==> config.mk <==
export PLATFORM = sky130hd
export DESIGN_NAME = multicycle_ctrl
export DESIGN_NICKNAME = d
export VERILOG_FILES = /design/src/rtl/multicycle_ctrl.sv
export SDC_FILE = /design/constraint.sdc
export NUM_CORES = 1
export LEC_CHECK = 0
export ABC_AREA = 1
export CAP_MARGIN = 10
export CORE_ASPECT_RATIO = 1.4
export CORE_MARGIN = 4
export CORE_UTILIZATION = 34
export CTS_CLUSTER_SIZE = 14
export DETAILED_ROUTE_END_ITERATION = 7
export GPL_TIMING_DRIVEN = 1
export PLACE_DENSITY = 0.76
export SYNTH_ARGS = -nofsm -noshare
export SYNTH_HDL_FRONTEND = slang
export SYNTH_SLANG_ARGS = --single-unit
==> constraint.sdc <==
create_clock -name CLK -period 1.2 [get_ports CLK]
set_clock_uncertainty 0.1 [all_clocks]
set_input_delay 0.24 -clock CLK [delete_from_list [all_inputs] [get_ports CLK]]
set_output_delay 0.24 -clock CLK [all_outputs]
set_load 0.01 [all_outputs]
==> src/rtl/multicycle_ctrl.sv <==
// Multicycle control FSM: fetch/decode/exec plus iterative MUL, handshaked memory access and flag branches.
// Moore outputs decoded from the registered state, qualified by opcode and flags; MEM waits on MEM_READY.
module multicycle_ctrl #(
  parameter int IW        = 16,
  parameter int MUL_STEPS = 16
) (
  input  logic          CLK,
  input  logic          RST_N,
  input  logic [IW-1:0] INSTR,
  input  logic          Z_FLAG,
  input  logic          N_FLAG,
  input  logic          MEM_READY,
  output logic          INST_REG_EN,
  output logic          PC_EN,
  output logic [1:0]    PC_MUX_SEL,
  output logic [1:0]    A_SEL,
  output logic [1:0]    B_SEL,
  output logic [1:0]    D_SEL,
  output logic [2:0]    OAP,
  output logic          LDA,
  output logic          LDQ,
  output logic          SR,
  output logic          MULT_EN,
  output logic          RF_EN,
  output logic          WR_EN,
  output logic          WB_SEL,
  output logic          ILLEGAL,
  output logic [3:0]    STATE
);

  localparam int CW = $clog2(MUL_STEPS + 1);

  localparam logic [3:0] OP_R    = 4'b0000;
  localparam logic [3:0] OP_ADDI = 4'b0001;
  localparam logic [3:0] OP_ANDI = 4'b0010;
  localparam logic [3:0] OP_MUL  = 4'b0011;
  localparam logic [3:0] OP_LW   = 4'b0100;
  localparam logic [3:0] OP_SW   = 4'b0101;
  localparam logic [3:0] OP_BEQ  = 4'b0110;
  localparam logic [3:0] OP_BLT  = 4'b0111;
  localparam logic [3:0] OP_HALT = 4'b1111;

  typedef enum logic [3:0] {
    S_IDLE     = 4'd0,
    S_FETCH    = 4'd1,
    S_DECODE   = 4'd2,
    S_EXEC     = 4'd3,
    S_MUL_LOAD = 4'd4,
    S_MUL_STEP = 4'd5,
    S_MEM      = 4'd6,
    S_WB       = 4'd7,
    S_BRANCH   = 4'd8,
    S_HALT     = 4'd9
  } state_t;

  state_t        state;
  state_t        nxt;
  logic [CW-1:0] cnt;
  logic [3:0]    opc;
  logic          is_alu;
  logic          is_mem;
  logic          is_br;
  logic          taken;
  logic          unused_bits;

  assign opc         = INSTR[IW-1:IW-4];
  assign is_alu      = (opc == OP_R) || (opc == OP_ADDI) || (opc == OP_ANDI);
  assign is_mem      = (opc == OP_LW) || (opc == OP_SW);
  assign is_br       = (opc == OP_BEQ) || (opc == OP_BLT);
  assign taken       = ((opc == OP_BEQ) && Z_FLAG) || ((opc == OP_BLT) && N_FLAG);
  assign unused_bits = ^INSTR[IW-5:3];
  assign STATE       = state;

  always_ff @(posedge CLK) begin
    if (!RST_N) begin
      state <= S_IDLE;
    end else begin
      state <= nxt;
    end
  end

  // Step counter: loaded in MUL_LOAD, counts down through MUL_STEP, exit on zero.
  always_ff @(posedge CLK) begin
    if (!RST_N) begin
      cnt <= '0;
    end else if (state == S_MUL_LOAD) begin
      cnt <= CW'(MUL_STEPS - 1);
    end else if ((state == S_MUL_STEP) && (cnt != '0)) begin
      cnt <= cnt - 1'b1;
    end
  end

  always_comb begin
    nxt = state;
    case (state)
      S_IDLE:     nxt = S_FETCH;
      S_FETCH:    nxt = S_DECODE;
      S_DECODE: begin
        if (is_alu || is_mem || is_br) nxt = S_EXEC;
        else if (opc == OP_MUL)        nxt = S_MUL_LOAD;
        else if (opc == OP_HALT)       nxt = S_HALT;
        else                           nxt = S_FETCH;
      end
      S_EXEC: begin
        if (is_mem)     nxt = S_MEM;
        else if (is_br) nxt = S_BRANCH;
        else            nxt = S_WB;
      end
      S_MUL_LOAD: nxt = S_MUL_STEP;
      S_MUL_STEP: if (cnt == '0) nxt = S_WB;
      S_MEM:      if (MEM_READY) nxt = (opc == OP_SW) ? S_FETCH : S_WB;
      S_WB:       nxt = S_FETCH;
      S_BRANCH:   nxt = S_FETCH;
      S_HALT:     nxt = S_HALT;
      default:    nxt = S_IDLE;
    endcase
  end

  always_comb begin
    INST_REG_EN = 1'b0;
    PC_EN       = 1'b0;
    PC_MUX_SEL  = 2'b00;
    A_SEL       = 2'b00;
    B_SEL       = 2'b00;
    D_SEL       = 2'b00;
    OAP         = 3'b000;
    LDA         = 1'b0;
    LDQ         = 1'b0;
    SR          = 1'b0;
    MULT_EN     = 1'b0;
    RF_EN       = 1'b0;
    WR_EN       = 1'b0;
    WB_SEL      = 1'b0;
    ILLEGAL     = 1'b0;
    case (state)
      S_FETCH: begin
        INST_REG_EN = 1'b1;
        PC_EN       = 1'b1;
      end
      S_DECODE: ILLEGAL = !(is_alu || is_mem || is_br || (opc == OP_MUL) || (opc == OP_HALT));
      S_EXEC: begin
        LDA   = 1'b1;
        A_SEL = 2'b10;
        B_SEL = ((opc == OP_R) || is_br) ? 2'b10 : 2'b11;
        if (opc == OP_R)         OAP = INSTR[2:0];
        else if (opc == OP_ANDI) OAP = 3'b100;
        else if (is_br)          OAP = 3'b001;
        else                     OAP = 3'b000;
      end
      S_MUL_LOAD: begin
        LDQ     = 1'b1;
        MULT_EN = 1'b1;
      end
      S_MUL_STEP: begin
        MULT_EN = 1'b1;
        SR      = 1'b1;
        LDA     = 1'b1;
      end
      S_MEM: WR_EN = (opc == OP_SW);
      S_WB: begin
        RF_EN  = 1'b1;
        D_SEL  = 2'b01;
        WB_SEL = (opc == OP_LW);
      end
      S_BRANCH: begin
        PC_EN      = taken;
        PC_MUX_SEL = taken ? 2'b01 : 2'b00;
      end
      default: ;
    endcase
  end

endmodule
* Word-level counts from Yosys, hierarchy flattened *
Cells that the tools add are included.

operators by class
  muxes and demuxes = 31
  reduce and logical (&&, ||, !) cells = 24
  equal/unequal tests = 19
  shift operators = 0
  bitwise logic cells = 1
  add/sub/neg operators = 1
  div/mod/pow operators = 0
  multiply operators = 0
  order comparisons = 0

operators with widths
  cell                 count
  $mux 4               9
  $eq 4x3->1 const B   8
  $pmux 4 s8           1
  $eq 4x2->1 const B   4
  $mux 1               14
  $eq 4x4->1 const B   3
  $mux 3               4
  $logic_or 1x1->1     10
  $eq 4x1->1 const B   2
  $logic_not 4->1      2
  $reduce_or 2->1      3
  $logic_not 5->1      1
  $reduce_bool 5->1    1
  $sub 5x1->5 const B  1
  $mux 2               2
  $logic_and 1x1->1    3
  $reduce_or 3->1      1
  $ne 2x1->1 const B   1
  $ne 2x2->1 const B   1
  $pmux 1 s2           1
  $reduce_and 2->1     1
  $reduce_bool 2->1    1
  $logic_not 1->1      1
  $not 1->1            1

storage, ports and cells
  memories kept = 0
  bits in latches = 0
  RAM bits = 0
  input port bits = 21
  output and inout port bits = 25
  register bits = 9
  bits in read-only memories = 0

* Depth between registers and ports, before layout *
Gate-level depths: netlist (run 1).

  depth after elaboration = 9
  depth in mapped cells = 9

* Worst setup path before layout (run 1) *
Ideal clock, no wire load.

  path type = register -> output
  from = register state[2], in the netlist STATE[2]
  to = output port PC_EN
  setup slack = -0.432 ns
  stages on the path, launching flop included = 5
  buffers on the path = 0
  required time = 0.860 ns
  arrival = 1.292 ns
  cells stage by stage = dfxtp_1 nor2_1 nand2_1 nor4_1 or2_1

on the way
  longest elaborated chain between the ends = 2
  elaborated cells on any way between the ends = 3
  those cells by class = eq/ne: 2; mux: 1

RTL lines
  item                                      line  RTL
  start, declared                           56    state_t state;
  start signal, assigned                    78    state <= nxt;
  $eq 4x4->1 or $eq 4x1->1 (tied branches)  135   case (state)
  $pmux 1 s2 (*)                            135
  end, declared                             14    output logic PC_EN,

Every way passes the cells marked *; elsewhere a longest branch is shown, timed or not.

* Worst setup path after layout (run 1) *
  from = input port Z_FLAG
  to = output port PC_EN

on the way
  longest elaborated chain between the ends = 3

RTL lines
  item               line  RTL
  start, declared    10    input logic Z_FLAG,
  $logic_and 1x1->1  70    assign taken = ((opc == OP_BEQ) && Z_FLAG) || ((opc == OP_BLT) && N_FLAG);
  $logic_or 1x1->1   70
  $pmux 1 s2         135

Every way passes these cells.

==> results of run 1 <==
==> layout by cell type, fill, tap and decap left out <==
cell type,count
clkbuf_2,1
clkbuf_4,3
nand2_4,7
nor3_2,3
dfxtp_4,4
xor2_1,1
o21ai_2,2
o21ai_0,1
clkdlybuf4s15_1,2
nand2_2,10
inv_4,3
nor2_4,9
buf_2,9
dlygate4sd2_1,1
inv_2,7
dfxtp_1,5
nor2_1,12
buf_12,2
buf_4,46
nand2_1,17
clkdlybuf4s15_2,1
a21oi_2,8
nor2_2,2
nor4_4,3
clkdlybuf4s50_1,7
inv_1,14
o21ai_1,5
nand2_8,1
ha_1,2
nand3_1,6
nand3_2,1
buf_6,26
nor3_4,2
o22ai_1,1
conb_1,3
a21oi_1,3
clkinv_2,1
o211ai_1,1
or2_1,1
==> sequential cells by signal, indices dropped and copies added (netlist names) <==
signal	cells
cnt	5
STATE	4
==> area by class of cell <==
type / count / share of cell area (%)
inverters: 24 / 5.05
flip-flops and latches: 9 / 10.1
clock buffers: 3 / 1.16
multi-input cells: 101 / 38.7
clock inverters: 1 / 0.259
repair buffers: 95 / 43.3
well taps: 22 / 1.42
==> per-stage QoR <==
| stage | setup slack (ns) | instance area [sq um] | TNS, ns |
|---|---|---|---|
| global placement | -1.02 | 1580 | -17.36 |
| detailed placement | -1.08 | 1580 | -18.34 |
| CTS | -0.483 | 1790 | -9.93 |
| finish | -0.563 | 1930 | -11.22 |
| floorplan | -0.141 | 940 | -1.10 |
| global route | -0.598 | 1930 | -12.70 |
==> routing by layer <==
| metal | vias up | wire, microns | global-route usage [%] |
|---|---|---|---|
| li1 | 622 | - | - |
| met4 | 0 | 275 | 11.0 |
| met5 | - | 0 | 0 |
| met1 | 634 | 1470 | 22.0 |
| met2 | 73 | 2400 | 46.6 |
| met3 | 25 | 264 | 2.49 |
==> report_power, final <==
part           internal (mW)  leakage [nW]  total, mW  switching (mW)
sequential             0.397        0.0760      0.502           0.105
combinational           1.20         0.909       2.46            1.27
clock                  0.124        0.0177      0.248           0.124
total                   1.72          1.00       3.21            1.49
==> timing repair <==
action / 4_1_cts / 5_1_grt
buffers inserted: 12 / 7
pin swaps: 13 / 13
gates resized for setup: 136 / 30
gates cloned: 1 / 0
endpoints found under the setup margin: 31 / 31
==> worst max path at each step <==
stage,startpoint,slack [ns],end,depth (start not counted)
2_1_floorplan,STATE[1],-0.14,PC_EN,4
3_3_place_gp,INSTR[14],-1.02,PC_EN,7
3_5_place_dp,INSTR[14],-1.08,PC_EN,7
4_1_cts,STATE[1],-0.48,OAP[1],6
5_1_grt,STATE[3],-0.60,OAP[1],7
6_report,Z_FLAG,-0.56,PC_EN,5
==> cells by family (layout without fill, tap and decap cells) <==
kind of cell	Yosys count	in the layout	share of synthesized area (%)
compound gates	21	21	13.5
xor+xnor	1	1	1.09
fa+ha+maj	2	2	3.10
buf+inv	31	123	17.8
flops	9	9	22.3
other cells	1	3	0.465
simple gates	73	74	41.7
==> critical path: stages <==
cell,delay (ns)
clkdlybuf4s50_1,0.47
nor2_1,0.09
nor4_4,0.35
or2_1,0.15
buf_2,0.12
==> flow_summary.ini, run 1 <==
[timing]
whs_ns = 0.386
setup_viol = 31
fmax_ghz = 0.567
report.final.slew_viol_count = 0
fin_ws_ns = -0.563
period_needed_ns = 1.76
period_share_pct = 147
hold_violations = 0
rsz0062_at_grt = true

[clock_tree]
clock_path_buffers = 2
cts_tree = built
clkLatencyLatePin_ns = 0.27
path_clk_slew_ns = 0.07
cts_buffers = 3
htreeDepth = 1
cts_sinks = 9
holdBufCountCts = 0
cts_root_buf = clkbuf_4

[floorplanning]
core_sq_um = 2230
ios = 46
dieArea_sq_um = 3230
die_y_microns = 65.6
rows = 20
initial_utilization_pct = 36.2
die_x_microns = 49.2

[synthesis]
synth_enable_flop_cells = 0
syn_area_sq_um = 807
synth.distinct_cells = 23
synth.most_common_cell = nand2_1
synthCells = 138
syn_area_per_cell_sq_um = 5.85
ys_warn_count = 0
ys_seq_elements = 9
async_flop_share_pct = 0
synth.yosys.seq_area_share_pct = 22.3
synth_area_leader_cell = dfxtp_1
ys.flop_type = dfxtp_1
synthTopCellsByCount = 31 x nand2_1, 23 x inv_1, 21 x nor2_1
synth_top_area_share_pct = 22.3
ys_top_cells_by_area = dfxtp_1 22%, nand2_1 14%, inv_1 11%, nor2_1 9.8%, a21oi_1 6.8%

[status]
violations = setup timing
status = complete, but fails checks

[pwr]
leakage_nw = 1.00
power.total_mw = 3.21
vdd_drop_max_v = 0.00143
p_per_area_nw_per_um2 = 1660

[min_path]
whs_path_depth = 2
holdPathEnd = cnt[4]
hold_start = cnt[4]
hp-class = reg2reg

[detailed_routing]
drc = 0
firstDrtPassIters = 4
viasPerCell = 5.31
vias = 1354
antenna_left = 0
wire_per_inst_microns = 17.3
wirelength_microns = 4420
drt_iter0_markers = 52

[placed_design]
place_congestion = 0.860
place_inst = 232
io_buffer_count = 33
hpwlAfterDp_microns = 2550

[global_routing]
grt_usage_pct = 22.9
globalRoute.totalOverflow = 0
grt_max_degree = 7
grt_pass1_wl_microns = 5790
grt_pass1_vias = 1314
antenna_found_initial = 0

[worst_setup_path]
crit_fanout = 2
critPathKind = in2out
reg2reg_from = STATE[3]
critPathArrivalTime_ns = 1.42
worstSetupStartpointType = input pin
cp_data_required_time_ns = 0.86
r2r_slack_ns = -0.39
r2r_end = cnt[2]
end_kind = primary output
reg2reg_depth = 10

[cells_and_area]
final_nets = 257
fill_cells = 114
area.sequential_sq_um = 195
area_growth_pct = 140
fin_cells = 255
multiInputGateArea_sq_um = 748
antenna-diode-count = 0
utilization_pct = 86.9
drive_above_1_share_pct = 64.8

[job]
max_cap_violations = 0
No activity file was read; power rests on OpenSTA's default activity.
==> run 2: changes to the inputs <==
- CORE_UTILIZATION: 34 -> 40
- PLACE_DENSITY: 0.76 -> 0.84
- clock period: 1.2 -> 2.2 ns (I/O delays scaled with it)
==> run 2 against run 1 <==
  * Non-clock buffer count decreased by 43
  * Total power shrank 67%
  * The run now ends clean
  * Sequential cell count did not move
  * Clock power is 48% lower
  * Global-route usage shrank 2.4 points
  * Largest power group unchanged
  * Setup slack better by 0.64 ns
  * Register-to-register slack better by 1.0 ns
  * Highest routed layer unchanged
==> flow_summary.ini, run 2 (synthesis gave the netlist of run 1 again) <==
[status]
status = complete, no violations

[placed_design]
place_congestion = 0.922
place_inst = 204
io_buffer_count = 33
dpl-instance-area_sq_um = 1240
post-place-ws_ns = -0.504
hpwlAfterDp_microns = 2100

[timing]
fmax_ghz = 0.471
report.final.slew_viol_count = 0
rsz0062_at_grt = false
period_share_pct = 96.5
setup_viol = 0
period_needed_ns = 2.12
whs_ns = 0.370
fin_ws_ns = 0.0776
hold_violations = 0

[floorplanning]
initial_utilization_pct = 41.4
rows = 19
dieArea_sq_um = 2810
die_y_microns = 61.1
ios = 46
core_sq_um = 1950
die_x_microns = 46.0

[worst_setup_path]
crit_fanout = 5
critPathKind = reg2out
reg2reg_depth = 10
cp_slowest_cell = clkdlybuf4s50_1
crit_start = STATE[2]
reg2reg_from = STATE[3]
critPathArrivalTime_ns = 1.58
cp_top_family = buffers and inverters
cp_data_required_time_ns = 1.66
crit_path_cell_trace = inv_1 -> nand2_2 -> nor2_4 -> buf_4 -> clkdlybuf4s50_1
endpoint = A_SEL[1]
critical_path_buf_inv_count = 3
cp_slowest_stage_delay_ns = 0.53
r2r_slack_ns = 0.64
worstSetupStartpointType = flip-flop
path_depth = 5
r2r_end = STATE[2]
end_kind = primary output

[global_routing]
antenna_found_initial = 0
grt_usage_pct = 20.5
grt_pass1_vias = 1064
grt_pass1_wl_microns = 4300
grt_max_degree = 12
globalRoute.totalOverflow = 0

[detailed_routing]
drt_iter0_markers = 23
firstDrtPassIters = 4
drc = 0
wirelength_microns = 2610
wire_per_inst_microns = 12.4
viasPerCell = 5.08
vias = 1067
antenna_left = 0

[pwr]
leakage_nw = 0.744
p_seq_share_pct = 24.1
clock_power_share_pct = 12.1
p_per_area_nw_per_um2 = 818
p_comb_share_pct = 63.8
vdd_drop_max_v = 0.000564
p_sw_share_pct = 45.4
power.net_switching_uw = 485
p_int_uw = 584

[cells_and_area]
drive_above_1_share_pct = 27.0
largest_register_ffs = 5
fin_cells = 210
layout_commonest_cell = nand2_1
antenna-diode-count = 0
final_area_sq_um = 1310
area_growth_pct = 62.0
mostFrequentLayoutCells = 29 x nand2_1, 20 x inv_1, 18 x nor2_1, 18 x buf_4, 15 x clkdlybuf4s50_1
largest_register = cnt
final_nets = 213

[clock_tree]
clock_path_buffers = 2
htreeDepth = 1
cts_root_buf = clkbuf_4
path_clk_slew_ns = 0.06
cts_sinks = 9
cts_tree = built
cts_buffers = 3
clkLatencyLatePin_ns = 0.27

[job]
max_cap_violations = 0

[min_path]
hp-class = reg2reg
[run 2: worst min-delay path by stage]
stage	cells past startpoint	end	slack (ns)	startpoint
finish	2	cnt[4]	0.37	cnt[4]
global placement	2	cnt[4]	0.35	cnt[4]
global route	2	cnt[4]	0.40	cnt[4]
floorplan	2	cnt[4]	0.34	cnt[4]
detailed placement	2	cnt[4]	0.37	cnt[4]
CTS	2	cnt[4]	0.38	cnt[4]
[run 2: per-stage QoR]
step / util [%] / TNS, ns / power, mW
2_1_floorplan: - / 0 / 0.641
4_1_cts: 65.9 / 0 / 1.08
6_report: 67.1 / 0 / 1.07
3_3_place_gp: 63.9 / -3.00 / 0.905
3_5_place_dp: 63.9 / -3.41 / 0.927
5_1_grt: 67.1 / 0 / 1.18
[run 2: timing repair]
| action | 4_1_cts | 5_1_grt |
|---|---|---|
| pin swaps | 5 | 3 |
| buffers inserted | 1 | 1 |
| setup endpoints to repair | 15 | 13 |
| hold buffers | 0 | 0 |
| gates resized for setup | 43 | 12 |
[run 2: final cells by class]
cell class,count,area (sq um)
sequential,9,183
clock inverter,1,5.00
inverter,24,90.1
fill,166,642
tap,21,26.3
multi-input combinational,100,518
clock buffer,3,22.5
timing repair buffer,52,463
[run 2: tightest hold or removal path, delay by kind of cell (launching register included)]
family             cells  cell delay, ns
DFF                    1            0.31
and+or+nand+nor        1            0.06
AOI/OAI and AO/OA      1            0.06
[run 2: layer usage]
layer / up-vias / GRT usage, % / share of wire [%]
met5: - / 0 / 0
met4: 0 / 11.4 / 1.0
met3: 4 / 2.63 / 9.5
met2: 52 / 39.2 / 54
met1: 487 / 20.2 / 35
li1: 524 / - / -
[run 2: power groups by stage]
stage               Clock (mW)  Combinational (mW)  Sequential [mW]
finish                   0.130               0.682            0.257
global route             0.140               0.770            0.266
CTS                      0.134               0.689            0.253
detailed placement           0               0.672            0.254
global placement             0               0.653            0.252
floorplan                    0               0.377            0.264
